==> src/rtl/pe_noc_pkg.sv <==
// Shared NoC definitions for the row-convolution processing element:
// packet widths, packet type codes, the row packet layout and PE states.
package pe_noc_pkg;

  localparam int PKT_W = 39;

  localparam logic [1:0] TYPE_ROW   = 2'b01;
  localparam logic [1:0] TYPE_SPIKE = 2'b10;

  typedef logic [7:0] weight_t;

  typedef struct packed {
    logic [1:0] pktType;
    logic [3:0] peRow;
    logic [3:0] kRow;
    logic [4:0] ifmap;
    weight_t    w0;
    weight_t    w1;
    weight_t    w2;
  } row_pkt_t;

  typedef enum logic [1:0] {
    ST_ACCUM = 2'd0,
    ST_FIRE  = 2'd1,
    ST_SEND  = 2'd2
  } pe_state_e;

  // One-hot row_mask bit for kernel row index 1..3, zero for anything else.
  function automatic logic [2:0] rowIdxBit(input logic [3:0] idx);
    logic [2:0] bitVec;
    case (idx)
      4'd1:    bitVec = 3'b001;
      4'd2:    bitVec = 3'b010;
      4'd3:    bitVec = 3'b100;
      default: bitVec = 3'b000;
    endcase
    return bitVec;
  endfunction

endpackage

==> src/rtl/pe_row_conv_if.sv <==
// Handshake bundle between the packet sender, the PE and the spike receiver.
// master = environment side, slave = the processing element.
interface pe_row_conv_if;
  import pe_noc_pkg::*;

  logic             in_valid;
  logic             in_ready;
  logic [PKT_W-1:0] in_pkt;
  logic             out_valid;
  logic             out_ready;
  logic [PKT_W-1:0] out_pkt;
  logic             done;
  logic             err;

  modport master (
    output in_valid, in_pkt, out_ready,
    input  in_ready, out_valid, out_pkt, done, err
  );

  modport slave (
    input  in_valid, in_pkt, out_ready,
    output in_ready, out_valid, out_pkt, done, err
  );

endinterface

==> src/rtl/pe_row_conv_row_mac3.sv <==
// Combinational 3-tap MAC over one 5-bit ifmap row, producing the partial
// sums for the three output columns of a 3x3 convolution.
module row_mac3
  import pe_noc_pkg::*;
(
  input  logic [4:0]      ifmap_i,
  input  weight_t         w0_i,
  input  weight_t         w1_i,
  input  weight_t         w2_i,
  output logic [2:0][9:0] colSum_o
);

  function automatic logic [9:0] tap(input logic bitOn, input weight_t w);
    return bitOn ? {2'b00, w} : 10'd0;
  endfunction

  // Column c sees ifmap bits [4-c:2-c]; the spike is binary so a tap is a gate.
  assign colSum_o[0] = tap(ifmap_i[4], w0_i) + tap(ifmap_i[3], w1_i) + tap(ifmap_i[2], w2_i);
  assign colSum_o[1] = tap(ifmap_i[3], w0_i) + tap(ifmap_i[2], w1_i) + tap(ifmap_i[1], w2_i);
  assign colSum_o[2] = tap(ifmap_i[2], w0_i) + tap(ifmap_i[1], w1_i) + tap(ifmap_i[0], w2_i);

endmodule

==> src/rtl/pe_row_conv.sv <==
// Row-convolution spiking PE: accumulates three kernel rows into column psums,
// integrates them into membrane potentials and emits one spike packet per step.
module pe_row_conv
  import pe_noc_pkg::*;
#(
  parameter logic [3:0]      PE_ID     = 4'd0,
  parameter logic [7:0]      DEST_ADDR = 8'h00,
  parameter int unsigned     MEM_W     = 16,
  parameter logic [MEM_W-1:0] THRESH   = 16'd16,
  parameter int unsigned     TIMESTEPS = 10
) (
  input  logic         clk,
  input  logic         rst_n,
  pe_row_conv_if.slave bus
);

  localparam int TS_W = (TIMESTEPS > 1) ? $clog2(TIMESTEPS) : 1;
  localparam logic [TS_W-1:0] TS_LAST = TS_W'(TIMESTEPS - 1);

  pe_state_e              state_q, state_d;
  logic [2:0][11:0]       psum_q, psum_d;
  logic [2:0][MEM_W-1:0]  pot_q, pot_d;
  logic [2:0]             rowMask_q, rowMask_d;
  logic [TS_W-1:0]        tsCnt_q, tsCnt_d;
  logic                   outValid_q, outValid_d;
  logic [PKT_W-1:0]       outPkt_q, outPkt_d;
  logic                   done_q, done_d;
  logic                   err_q, err_d;

  row_pkt_t               pkt;
  logic [2:0][9:0]        colSum;
  logic [2:0][11:0]       psumAcc;
  logic [2:0][MEM_W-1:0]  potSat;
  logic [2:0][MEM_W-1:0]  potFire;
  logic [2:0]             spk;
  logic [2:0]             rowBit;
  logic                   inReady;
  logic                   accept;
  logic                   pktBad;

  assign pkt     = bus.in_pkt;
  assign inReady = (state_q == ST_ACCUM);
  assign accept  = bus.in_valid && inReady;
  assign rowBit  = rowIdxBit(pkt.kRow);

  // An out-of-range index yields rowBit==0, which also covers the duplicate test.
  assign pktBad = (pkt.pktType != TYPE_ROW) || (pkt.peRow != PE_ID) ||
                  (rowBit == 3'b000) || ((rowBit & rowMask_q) != 3'b000);

  row_mac3 u_mac (
    .ifmap_i  (pkt.ifmap),
    .w0_i     (pkt.w0),
    .w1_i     (pkt.w1),
    .w2_i     (pkt.w2),
    .colSum_o (colSum)
  );

  for (genvar c = 0; c < 3; c++) begin : g_col
    logic [MEM_W:0] potSum;

    assign psumAcc[c] = psum_q[c] + {2'b00, colSum[c]};
    assign potSum     = {1'b0, pot_q[c]} + (MEM_W+1)'(psum_q[c]);
    assign potSat[c]  = potSum[MEM_W] ? {MEM_W{1'b1}} : potSum[MEM_W-1:0];
    assign spk[c]     = (potSat[c] >= THRESH);
    assign potFire[c] = spk[c] ? '0 : potSat[c];
  end

  always_ff @(posedge clk or negedge rst_n) begin
    if (!rst_n) begin
      state_q    <= ST_ACCUM;
      psum_q     <= '0;
      pot_q      <= '0;
      rowMask_q  <= '0;
      tsCnt_q    <= '0;
      outValid_q <= 1'b0;
      outPkt_q   <= '0;
      done_q     <= 1'b0;
      err_q      <= 1'b0;
    end else begin
      state_q    <= state_d;
      psum_q     <= psum_d;
      pot_q      <= pot_d;
      rowMask_q  <= rowMask_d;
      tsCnt_q    <= tsCnt_d;
      outValid_q <= outValid_d;
      outPkt_q   <= outPkt_d;
      done_q     <= done_d;
      err_q      <= err_d;
    end
  end

  // FIRE is entered one cycle after the mask fills; a packet accepted in that
  // gap can only be a duplicate and is dropped with err.
  always_comb begin
    state_d    = state_q;
    psum_d     = psum_q;
    pot_d      = pot_q;
    rowMask_d  = rowMask_q;
    tsCnt_d    = tsCnt_q;
    outValid_d = outValid_q;
    outPkt_d   = outPkt_q;
    done_d     = 1'b0;
    err_d      = err_q;

    case (state_q)
      ST_ACCUM: begin
        if (rowMask_q == 3'b111) begin
          state_d = ST_FIRE;
        end
        if (accept) begin
          if (pktBad) begin
            err_d = 1'b1;
          end else begin
            psum_d    = psumAcc;
            rowMask_d = rowMask_q | rowBit;
          end
        end
      end

      ST_FIRE: begin
        pot_d      = potFire;
        outPkt_d   = {TYPE_SPIKE, DEST_ADDR, 2'b00, spk[0], spk[1], spk[2], 24'h0};
        outValid_d = 1'b1;
        psum_d     = '0;
        rowMask_d  = '0;
        state_d    = ST_SEND;
      end

      ST_SEND: begin
        if (bus.out_ready) begin
          outValid_d = 1'b0;
          state_d    = ST_ACCUM;
          if (tsCnt_q == TS_LAST) begin
            tsCnt_d = '0;
            pot_d   = '0;
            done_d  = 1'b1;
          end else begin
            tsCnt_d = tsCnt_q + 1'b1;
          end
        end
      end

      default: begin
        state_d = ST_ACCUM;
      end
    endcase
  end

  assign bus.in_ready  = inReady;
  assign bus.out_valid = outValid_q;
  assign bus.out_pkt   = outPkt_q;
  assign bus.done      = done_q;
  assign bus.err       = err_q;

endmodule

==> src/flat_wrapper.sv <==
// flat-port wrapper written by rule: the top's interface ports become plain ports
module pe_row_conv_flat import pe_noc_pkg::*;
#(
  parameter logic [3:0]      PE_ID     = 4'd0,
  parameter logic [7:0]      DEST_ADDR = 8'h00,
  parameter int unsigned     MEM_W     = 16,
  parameter logic [MEM_W-1:0] THRESH   = 16'd16,
  parameter int unsigned     TIMESTEPS = 10
)
  (clk, rst_n, bus_in_valid, bus_in_pkt, bus_out_ready, bus_in_ready, bus_out_valid, bus_out_pkt, bus_done, bus_err);
  pe_row_conv_if bus_i ();
  input  logic clk;
  input  logic rst_n;
  input wire logic [$bits(bus_i.in_valid)-1:0] bus_in_valid;
  input wire logic [$bits(bus_i.in_pkt)-1:0] bus_in_pkt;
  input wire logic [$bits(bus_i.out_ready)-1:0] bus_out_ready;
  output wire logic [$bits(bus_i.in_ready)-1:0] bus_in_ready;
  output wire logic [$bits(bus_i.out_valid)-1:0] bus_out_valid;
  output wire logic [$bits(bus_i.out_pkt)-1:0] bus_out_pkt;
  output wire logic [$bits(bus_i.done)-1:0] bus_done;
  output wire logic [$bits(bus_i.err)-1:0] bus_err;
  assign bus_i.in_valid = bus_in_valid;
  assign bus_i.in_pkt = bus_in_pkt;
  assign bus_i.out_ready = bus_out_ready;
  assign bus_in_ready = bus_i.in_ready;
  assign bus_out_valid = bus_i.out_valid;
  assign bus_out_pkt = bus_i.out_pkt;
  assign bus_done = bus_i.done;
  assign bus_err = bus_i.err;
  pe_row_conv #(.PE_ID(PE_ID), .DEST_ADDR(DEST_ADDR), .MEM_W(MEM_W), .THRESH(THRESH), .TIMESTEPS(TIMESTEPS)) u_core (.clk(clk), .rst_n(rst_n), .bus(bus_i));
endmodule
==> config.mk <==
export PLATFORM = sky130hd
export DESIGN_NAME = pe_row_conv_flat
export DESIGN_NICKNAME = d
export VERILOG_FILES = /design/src/rtl/pe_noc_pkg.sv /design/src/rtl/pe_row_conv_if.sv /design/src/rtl/pe_row_conv_row_mac3.sv /design/src/rtl/pe_row_conv.sv /design/src/flat_wrapper.sv
export SDC_FILE = /design/constraint.sdc
export NUM_CORES = 1
export LEC_CHECK = 0
export ABC_AREA = 0
export CORE_MARGIN = 4
export CORE_UTILIZATION = 45
export DETAILED_ROUTE_END_ITERATION = 16
export PLACE_DENSITY = 0.65
export SYNTH_ARGS = -nofsm -noshare
export SYNTH_HDL_FRONTEND = slang
export SYNTH_SLANG_ARGS = --single-unit
==> constraint.sdc <==
create_clock -name clk -period 5.1 [get_ports clk]
set_input_delay 1.53 -clock clk [delete_from_list [all_inputs] [get_ports clk]]
set_output_delay 1.53 -clock clk [all_outputs]
set_load 0.02 [all_outputs]
==> results_dict.tcl, run 1 <==
set metrics [dict create \
    status "finished, final reports clean" \
    synth-simple-area-share 0.180 \
    period_needed_ns 4.92 \
    path_max_fanout 3 \
    detailed_place_hpwl_um 15800 \
    ys.warnings.count 0 \
    insertedDiodeCount 0 \
    cp_slowest_stage_delay_ns 0.54 \
    fin_crit_sh 0.964 \
    max_cap_violations 0 \
    drc_marker_count_from_the_first_detailed_route_iteration 319 \
    vias 7148 \
    final_nets 1252 \
    timing.hold.worst.class "reg -> reg" \
    root_buffer "clkbuf_16" \
    achievable-frequency_mhz 203 \
    cp_cell_sequence "clkdlybuf4s50_1 -> and2_1 -> fa_1 -> inv_1 -> fa_1 -> inv_1 -> ha_1 -> fa_1 -> a21o_1 -> a21oi_2 -> o21bai_1 -> a2111oi_2 -> buf_4 -> o31ai_1 -> a21o_1 -> a21oi_1" \
    cts_tree "yes" \
    clk_path_buf_depth 2 \
    synth.yosys.seq_area_share 0.280 \
    skew_ns 0.00766 \
    post_synth_mux_area_share 0.0163 \
    worst_slew_slack_as_a_fraction_of_its_limit 0.364 \
    path_class "in -> reg" \
    clock_sink_count 100 \
    detail_route.vias_per_cell 5.27 \
    syn_area_um2 8930 \
    final.setup.worst_slack_ns 0.184 \
    grt_usage 0.187 \
    initial_core_util 0.459 \
    floorplan.die_area_um2 22200 \
    start_kind "primary input" \
    pwr_density_cell_nw_per_um2 202 \
    rrSetupSlack_ns 1.69 \
    placementRows 51 \
    height_of_the_die_um 149 \
    synth.lib_cells_used.distinct 74 \
    worst_path_max_delay_cell "fa_1" \
    antenna_violating_nets_post_route 0 \
    final-hold-violation-count 0 \
    coreArea_um2 19500 \
    xor_xnor_share_of_the_synthesized_area 0.0422 \
    postSynthAreaPerCell_um2 8.93 \
    final.fill_count 1819 \
    cp-end-kind "register" \
    num_io_pins 86 \
    cp_common_cell "fa_1" \
    layout_cells_sized_above_1 0.0962 \
    postCtsSetupBuffers 0 \
    cts-htree-levels 3 \
    complex_gate_fraction_of_the_synthesized_area 0.191 \
    netlist_instances 999 \
    number_of_enable_type_register_cells_in_the_synthesized_netlist 0 \
    power.static_leakage_uw 0.00511 \
    fin_util 0.531 \
    clkLatencyLatePin_ns 0.36 \
    combinational_family_with_the_most_area_after_synthesis "adder cells" \
    vdd_ir_drop_max_mv 0.167 \
    timing_worst_slew_pin_value_ns 0.952 \
    synthToLayoutAreaGrowth_pct 15.7 \
    fin_hold_ws_ns 0.470 \
    final_routed_wirelength_um 20100 \
    synth_seq_cells 100 \
    first_pass_grt_wire_length_um 34100 \
    slew_violations 0 \
    rsz0062_at_grt "yes" \
    timing.critical_path.required_ns 5.38 \
    pin_count_of_the_biggest_net_entering_global_routing 58 \
    placement.setup.worst_slack_ns -0.366 \
    wl_per_cell_um 14.8 \
    global_route.overflow_total 0 \
    grt_antenna_before_repair 0 \
    drc 0 \
    buffer_ports.inserted 50 \
    grt_pass1_vias 7036 \
    adder_cell_fraction_of_synth_area 0.209 \
    die_w_um 149 \
    cts.clk_slew.worst_paths_ns 0.07 \
    setup_violations 0 \
    detail_route.first_pass.iterations 4 \
    finalWeightedCongestion 0.873 \
    numCtsBuffers 9 \
    synth-async-reset-ratio 1.00 \
    synth_flop_cell "dfrtp_1" \
    cp.arrival_ns 5.20 \
]
[critical path, delay by kind of cell]
family	cells	cell delay (ns)
fa+ha+maj	4	1.64
buf+inv	4	0.70
simple gates	1	0.18
compound gates	7	1.13
[sequential cells by signal, summed over array words and instances (netlist names)]
name,cells
u_core.bus.err,1
u_core.state_q,2
u_core.psum_q,36
u_core.rowMask_q,3
u_core.bus.out_valid,1
u_core.bus.out_pkt,4
u_core.bus.done,1
u_core.pot_q,48
u_core.tsCnt_q,4
[stage by stage]
stage / area (µm²) / setup TNS [ns] / total power [µW] / std cells
final: 10300 / 0 / 2080 / 1357
after global routing: 10300 / -0.0470 / 2210 / 1357
after CTS: 10300 / 0 / 2100 / 1357
after floorplan: 9050 / 0 / 1190 / 1033
after detailed placement: 9950 / -3.31 / 1360 / 1341
after global placement: 9950 / -2.78 / 1350 / 1341
[repair_timing]
item	4_1_cts	5_1_grt
setup endpoints to repair	2	10
hold buffers	0	0
gates cloned	0	0
endpoints found under the hold margin	0	0
pin swaps	1	10
resized for setup	2	21
[logic make-up after synthesis]
logic type                 count (synthesis)
and+or+nand+nor                          319
adders and majority gates                122
AOI/OAI and AO/OA                        244
xor gates and xnor gates                  43
buffers and inverters                    156
muxes                                     14
other                                      1
DFF                                      100
[worst paths after layout]
kind / from / endpoint / cells after the start
max: bus_in_pkt[17] / u_core.psum_q[23] / 16
min reg2reg: u_core.bus.err / u_core.bus.err / 1
min in group asynchronous: rst_n / u_core.pot_q[34] / 1
max reg2reg: u_core.psum_q[24] / u_core.pot_q[33] / 9
max in group asynchronous: rst_n / u_core.pot_q[13] / 2
min: u_core.bus.err / u_core.bus.err / 1
[cell usage after synthesis, types with 11 or more instances]
library cell,number,area (µm²)
o21ai_0,49,245
clkbuf_1,28,105
dfrtp_1,100,2500
and2_1,62,388
nand2b_1,13,81.3
nor3_1,20,100
ha_1,77,963
nor2b_1,13,81.3
nor2_1,49,184
mux2i_1,13,130
a211oi_1,14,105
fa_1,45,901
a21o_1,22,165
nand2_1,110,413
xor2_1,21,184
a21oi_1,40,200
o21ai_1,16,80.1
inv_1,90,338
xnor2_1,22,193
buf_4,35,263
nand3_1,11,55.1
o21a_1,12,90.1
[cells in the final DEF, fill, tap and decap left out, drive strengths merged, types with 20 or more instances in the layout]
cell,synthesis,routed
nand2,110,110
dfrtp,100,100
inv,91,93
ha,77,77
o21ai,65,65
and2,62,62
buf,37,59
nor2,49,49
clkdlybuf4s50,0,48
fa,45,45
a21oi,41,41
conb,1,35
a21o,22,22
xnor2,22,22
xor2,21,21
nor3,20,20
[power by group]
group | switching [µW] | internal (µW) | total (µW)
combinational | 287 | 253 | 540
sequential | 14.3 | 803 | 817
clock | 324 | 402 | 726
total | 625 | 1460 | 2080
[final cells by class]
class | instances | area (µm²) | area share
inverter | 91 | 342 | 0.0331
multi-input combinational | 777 | 5910 | 0.572
clock inverter | 5 | 68.8 | 0.00666
timing repair buffer | 108 | 936 | 0.0906
sequential | 100 | 2500 | 0.242
clock buffer | 11 | 243 | 0.0235
tap | 265 | 332 | 0.0321
[layer usage]
layer	GRT usage	wire, µm	share of wire	vias to the layer above
met5	0	0	0	-
met4	0.0568	426	0.021	0
met3	0.0273	680	0.034	35
met2	0.306	9640	0.48	115
met1	0.258	9400	0.47	3415
li1	-	-	-	3583
Power figures use the tool's default switching activity.
==> run 2: changes to the inputs <==
Settings changed: CTS_BUF_LIST set to sky130_fd_sc_hd__clkbuf_16.
==> results_dict.tcl, run 2 (synthesis gave the netlist of run 1 again) <==
set metrics [dict create \
    status "finished, final reports clean" \
    floorplan.die_area_um2 22200 \
    finish.cell_count_without_fillers 1357 \
    grt_usage 0.186 \
    comb_power_share 0.261 \
    drc_marker_count_from_the_first_detailed_route_iteration 282 \
    layout_cells_sized_above_1 0.0952 \
    die_w_um 149 \
    initial_core_util 0.459 \
    power.static_leakage_uw 0.00510 \
    grt_antenna_before_repair 0 \
    final.setup.worst_slack_ns 0.177 \
    clock_sink_count 100 \
    share_seq_of_total_power 0.396 \
    path_max_fanout 3 \
    global_route.overflow_total 0 \
    detailed_place_hpwl_um 15800 \
    grt_pass1_vias 7022 \
    final.fill_count 1818 \
    final-hold-violation-count 0 \
    num_io_pins 86 \
    vias 7177 \
    vdd_ir_drop_max_mv 0.167 \
    final_nets 1252 \
    layout_common_cells "110 x nand2_1, 100 x dfrtp_1, 91 x inv_1" \
    buffer_ports.inserted 50 \
    power.net_switching_uw 623 \
    cts-hold-fix-buffers 0 \
    period_needed_ns 4.92 \
    drc 0 \
    cp.arrival_ns 5.21 \
    pin_count_of_the_biggest_net_entering_global_routing 58 \
    largest_register_by_flop_count "u_core.pot_q" \
    start_kind "primary input" \
    numCtsBuffers 9 \
    coreArea_um2 19500 \
    placementRows 51 \
    biggestRegsByFlops "u_core.pot_q (48), u_core.psum_q (36)" \
    cts_tree "yes" \
    max_cap_violations 0 \
    detail_route.first_pass.iterations 4 \
    clkLatencyLatePin_ns 0.36 \
    setup_violations 0 \
    cts.clk_slew.worst_paths_ns 0.07 \
    multi_input_comb_area_um2 5910 \
    skew_ns 0.00758 \
    timing_worst_slew_pin_value_ns 0.956 \
    detail_route.vias_per_cell 5.29 \
    slew_violations 0 \
    netSwitchingFraction 0.302 \
    placed_cells 1341 \
    cp_common_cell "fa_1" \
    first_pass_grt_wire_length_um 34000 \
    cp-end-kind "register" \
    worst_path_max_delay_cell "fa_1" \
    internal-power_uw 1440 \
    cp_cell_sequence "clkdlybuf4s50_1 -> and2_1 -> fa_1 -> inv_1 -> fa_1 -> inv_1 -> ha_1 -> fa_1 -> a21o_1 -> a21oi_2 -> o21bai_1 -> a2111oi_2 -> buf_4 -> o31ai_1 -> a21o_1 -> a21oi_1" \
    regArea_um2 2500 \
    clockPowerShare 0.343 \
    clk_path_buf_depth 2 \
    achievable-frequency_mhz 203 \
    postCtsSetupBuffers 0 \
    path_class "in -> reg" \
    antenna_violating_nets_post_route 0 \
    largest_register_ffs 48 \
    rsz0062_at_grt "yes" \
    root_buffer "clkbuf_16" \
    worst_slew_slack_as_a_fraction_of_its_limit 0.361 \
    fin_crit_sh 0.965 \
    cp_slowest_stage_delay_ns 0.54 \
    finalWeightedCongestion 0.873 \
    placement.setup.worst_slack_ns -0.366 \
    layout_commonest_cell "nand2_1" \
    timing.critical_path.required_ns 5.38 \
    insertedDiodeCount 0 \
    wl_per_cell_um 14.8 \
    synthToLayoutAreaGrowth_pct 15.6 \
    height_of_the_die_um 149 \
    pwr_density_cell_nw_per_um2 200 \
    final_routed_wirelength_um 20100 \
    timing.hold.worst.class "reg -> reg" \
    cts-htree-levels 3 \
]
-- run 2: layout make-up --
cell class              instances  share of cell area
multi-input cells             777               0.572
flip-flops and latches        100               0.242
repair buffers                108              0.0907
inverters                      91              0.0331
well taps                     265              0.0321
clock buffers                   9              0.0218
clock inverters                 7             0.00740
-- run 2: repair_timing --
action,in CTS,in global routing
setup endpoints to repair,2,10
pin swaps,1,10
gates resized for setup,2,21
-- run 2: worst paths after layout --
| kind | slack, ns | startpoint | endpoint | cells past startpoint |
|---|---|---|---|---|
| min in group asynchronous | 1.23 | rst_n | u_core.pot_q[34] | 1 |
| worst max register to register | 1.71 | u_core.psum_q[24] | u_core.pot_q[33] | 9 |
| worst min-delay path | 0.47 | u_core.bus.err | u_core.bus.err | 1 |
| max in group asynchronous | 3.04 | rst_n | u_core.pot_q[13] | 2 |
| worst max-delay path | 0.18 | bus_in_pkt[17] | u_core.psum_q[23] | 16 |
| worst min register to register | 0.47 | u_core.bus.err | u_core.bus.err | 1 |
-- run 2: per-layer routing --
metal	part of all wire	wire (µm)	vias to the layer above	track usage
met5	0	0	-	0
met4	0.021	426	0	0.0568
met3	0.031	616	35	0.0273
met2	0.48	9670	117	0.306
met1	0.47	9390	3439	0.257
li1	-	-	3586	-
-- run 2: critical path: cells and delay by family --
| kind | cells | cell delay [ns] |
|---|---|---|
| adder cells (fa/ha/maj) | 4 | 1.64 |
| AND/OR/NAND/NOR | 1 | 0.18 |
| buffers and inverters | 4 | 0.70 |
| AO/OA/AOI/OAI | 7 | 1.14 |
-- run 2: power groups by stage --
stage	registers (µW)	clock network [µW]	logic [µW]
2_1_floorplan	828	0	361
3_3_place_gp	833	0	520
3_5_place_dp	833	0	528
4_1_cts	818	726	536
5_1_grt	819	758	615
6_report	817	708	539
-- run 2: per-stage QoR --
stage	setup TNS, ns	utilization	area, µm²	hold slack (ns)	total power, µW
finish	0	0.530	10300	0.470	2060
global route	-0.0467	0.530	10300	0.499	2190
CTS	0	0.527	10300	0.472	2080
detailed placement	-3.31	0.511	9950	0.453	1360
global placement	-2.78	0.511	9950	0.451	1350
floorplan	0	-	9050	0.460	1190
==> run 3: changes to the inputs <==
Settings changed: CORE_ASPECT_RATIO set to 1.2.
==> results_dict.tcl, run 3 (synthesis gave the netlist of run 1 again) <==
set metrics [dict create \
    status "finished, final reports clean" \
    highest-signal-layer "met5" \
    cp_common_cell "fa_1" \
    layout_commonest_cell "nand2_1" \
    vias 7181 \
    final_nets 1252 \
    cp.arrival_ns 5.24 \
    biggestRegsByFlops "u_core.pot_q (48), u_core.psum_q (36)" \
    max_cap_violations 0 \
    met2_wirelength_um 10900 \
    die_w_um 137 \
    placed_cells 1333 \
    worst_slew_slack_as_a_fraction_of_its_limit 0.363 \
    grt_usage 0.192 \
    pin_count_of_the_biggest_net_entering_global_routing 60 \
    internal-power_uw 1400 \
    start_kind "primary input" \
    clockPowerShare 0.326 \
    layout_cells_sized_above_1 0.0953 \
    share_seq_of_total_power 0.401 \
    final-hold-violation-count 0 \
    layout_common_cells "110 x nand2_1, 100 x dfrtp_1, 90 x inv_1" \
    comb_power_share 0.273 \
    cp_slowest_stage_delay_ns 0.55 \
    global_route.overflow_total 0 \
    fin_hold_ws_ns 0.475 \
    fin_util 0.527 \
    insertedDiodeCount 0 \
    finalWeightedCongestion 0.898 \
    cts-htree-levels 3 \
    slew_violations 0 \
    path_class "in -> reg" \
    drc_marker_count_from_the_first_detailed_route_iteration 243 \
    numCtsBuffers 9 \
    met3_length_um 495 \
    placed_area_um2 9920 \
    buffer_ports.inserted 50 \
    antenna_violating_nets_post_route 0 \
    timing.critical_path.required_ns 5.38 \
    grt_pass1_vias 7265 \
    path_max_fanout 3 \
    period_needed_ns 4.95 \
    root_buffer "clkbuf_16" \
    wl_per_cell_um 15.4 \
    vdd_ir_drop_max_mv 0.162 \
    cp-end-kind "register" \
    pwr_density_cell_nw_per_um2 198 \
    worst_path_max_delay_cell "fa_1" \
    first_pass_grt_wire_length_um 34800 \
    crit_family "adder cells" \
    detail_route.vias_per_cell 5.31 \
    skew_ns 0.00622 \
    drc 0 \
    detail_route.first_pass.iterations 4 \
    netSwitchingFraction 0.313 \
    largest_register_ffs 48 \
    height_of_the_die_um 162 \
    cts.clk_slew.worst_paths_ns 0.07 \
    initial_core_util 0.457 \
    timing.critical_path.buf_inv 4 \
    timing_worst_slew_pin_value_ns 0.953 \
    achievable-frequency_mhz 202 \
    cts-hold-fix-buffers 0 \
    cts_tree "yes" \
    clk_path_buf_depth 2 \
    num_io_pins 86 \
    finish.cell_count_without_fillers 1352 \
    fin_crit_sh 0.971 \
    cp_cell_sequence "clkdlybuf4s50_1 -> and2_1 -> fa_1 -> inv_1 -> fa_1 -> inv_1 -> ha_1 -> fa_1 -> a21o_1 -> a21oi_2 -> o21bai_1 -> a2111oi_2 -> buf_4 -> o31ai_1 -> a21o_1 -> a21oi_1" \
    timing.hold.worst.class "reg -> reg" \
    setup_violations 0 \
    clkLatencyLatePin_ns 0.36 \
    clock_sink_count 100 \
    coreArea_um2 19500 \
    detail_route.wirelength.met1_um 8990 \
    power.static_leakage_uw 0.00510 \
    synthToLayoutAreaGrowth_pct 15.3 \
    final_routed_wirelength_um 20800 \
    grt_antenna_before_repair 1 \
    detailed_place_hpwl_um 16000 \
    power.total_uw 2040 \
    final_cell_area_um2 10300 \
    floorplan.die_area_um2 22200 \
    power.net_switching_uw 639 \
    placementRows 56 \
    largest_register_by_flop_count "u_core.pot_q" \
]
==> run 3: layer usage <==
layer  track usage  up-vias
met2         0.346       85
li1              -     3581
met3        0.0245       25
met5             0        -
met4        0.0545        2
met1         0.240     3488
==> run 3: what timing repair did <==
| action | in CTS | in global routing |
|---|---|---|
| buffers inserted | 0 | 4 |
| pin swaps | 2 | 13 |
| resized for setup | 2 | 22 |
| cloned | 0 | 0 |
| endpoints found under the setup margin | 3 | 11 |
==> run 3: final timing paths <==
check / from / end / slack, ns / depth (start not counted)
setup / recovery: bus_in_pkt[17] / u_core.psum_q[23] / 0.15 / 16
hold / removal: u_core.bus.out_pkt[38] / u_core.bus.out_pkt[38] / 0.47 / 1
setup reg to reg: u_core.psum_q[24] / u_core.pot_q[33] / 1.69 / 9
hold reg to reg: u_core.bus.out_pkt[38] / u_core.bus.out_pkt[38] / 0.47 / 1
max in group asynchronous: rst_n / u_core.psum_q[0] / 3.01 / 2
min in group asynchronous: rst_n / u_core.tsCnt_q[0] / 1.24 / 1
==> run 3: power by group through the flow <==
stage / registers, µW / logic (µW) / clock network [µW]
2_1_floorplan: 828 / 361 / 0
3_3_place_gp: 833 / 523 / 0
3_5_place_dp: 834 / 531 / 0
4_1_cts: 818 / 540 / 680
5_1_grt: 819 / 637 / 708
6_report: 818 / 556 / 664
==> run 3: layout make-up <==
| type | instances | area (µm²) |
|---|---|---|
| clock buffer | 9 | 225 |
| tap | 261 | 327 |
| inverter | 91 | 342 |
| sequential | 100 | 2500 |
| timing repair buffer | 108 | 942 |
| multi-input combinational | 777 | 5910 |
| clock inverter | 6 | 48.8 |
| fill | 1809 | 9250 |
==> run 3: worst reg2reg max path, stage by stage, from the launching register on <==
cell,delay (ns)
dfrtp_1,0.41
ha_1,0.23
fa_1,0.41
a211oi_1,0.46
o21ba_2,0.24
o21ai_0,0.10
a2111oi_0,0.50
o211a_1,0.22
nor4b_2,0.51
a32o_1,0.26
==> run 3: metrics by stage <==
step	setup WS [ns]	setup TNS [ns]
floorplan	0.0843	0
global placement	-0.309	-2.38
detailed placement	-0.411	-3.16
CTS	0.00761	0
global route	-0.0748	-0.118
finish	0.149	0
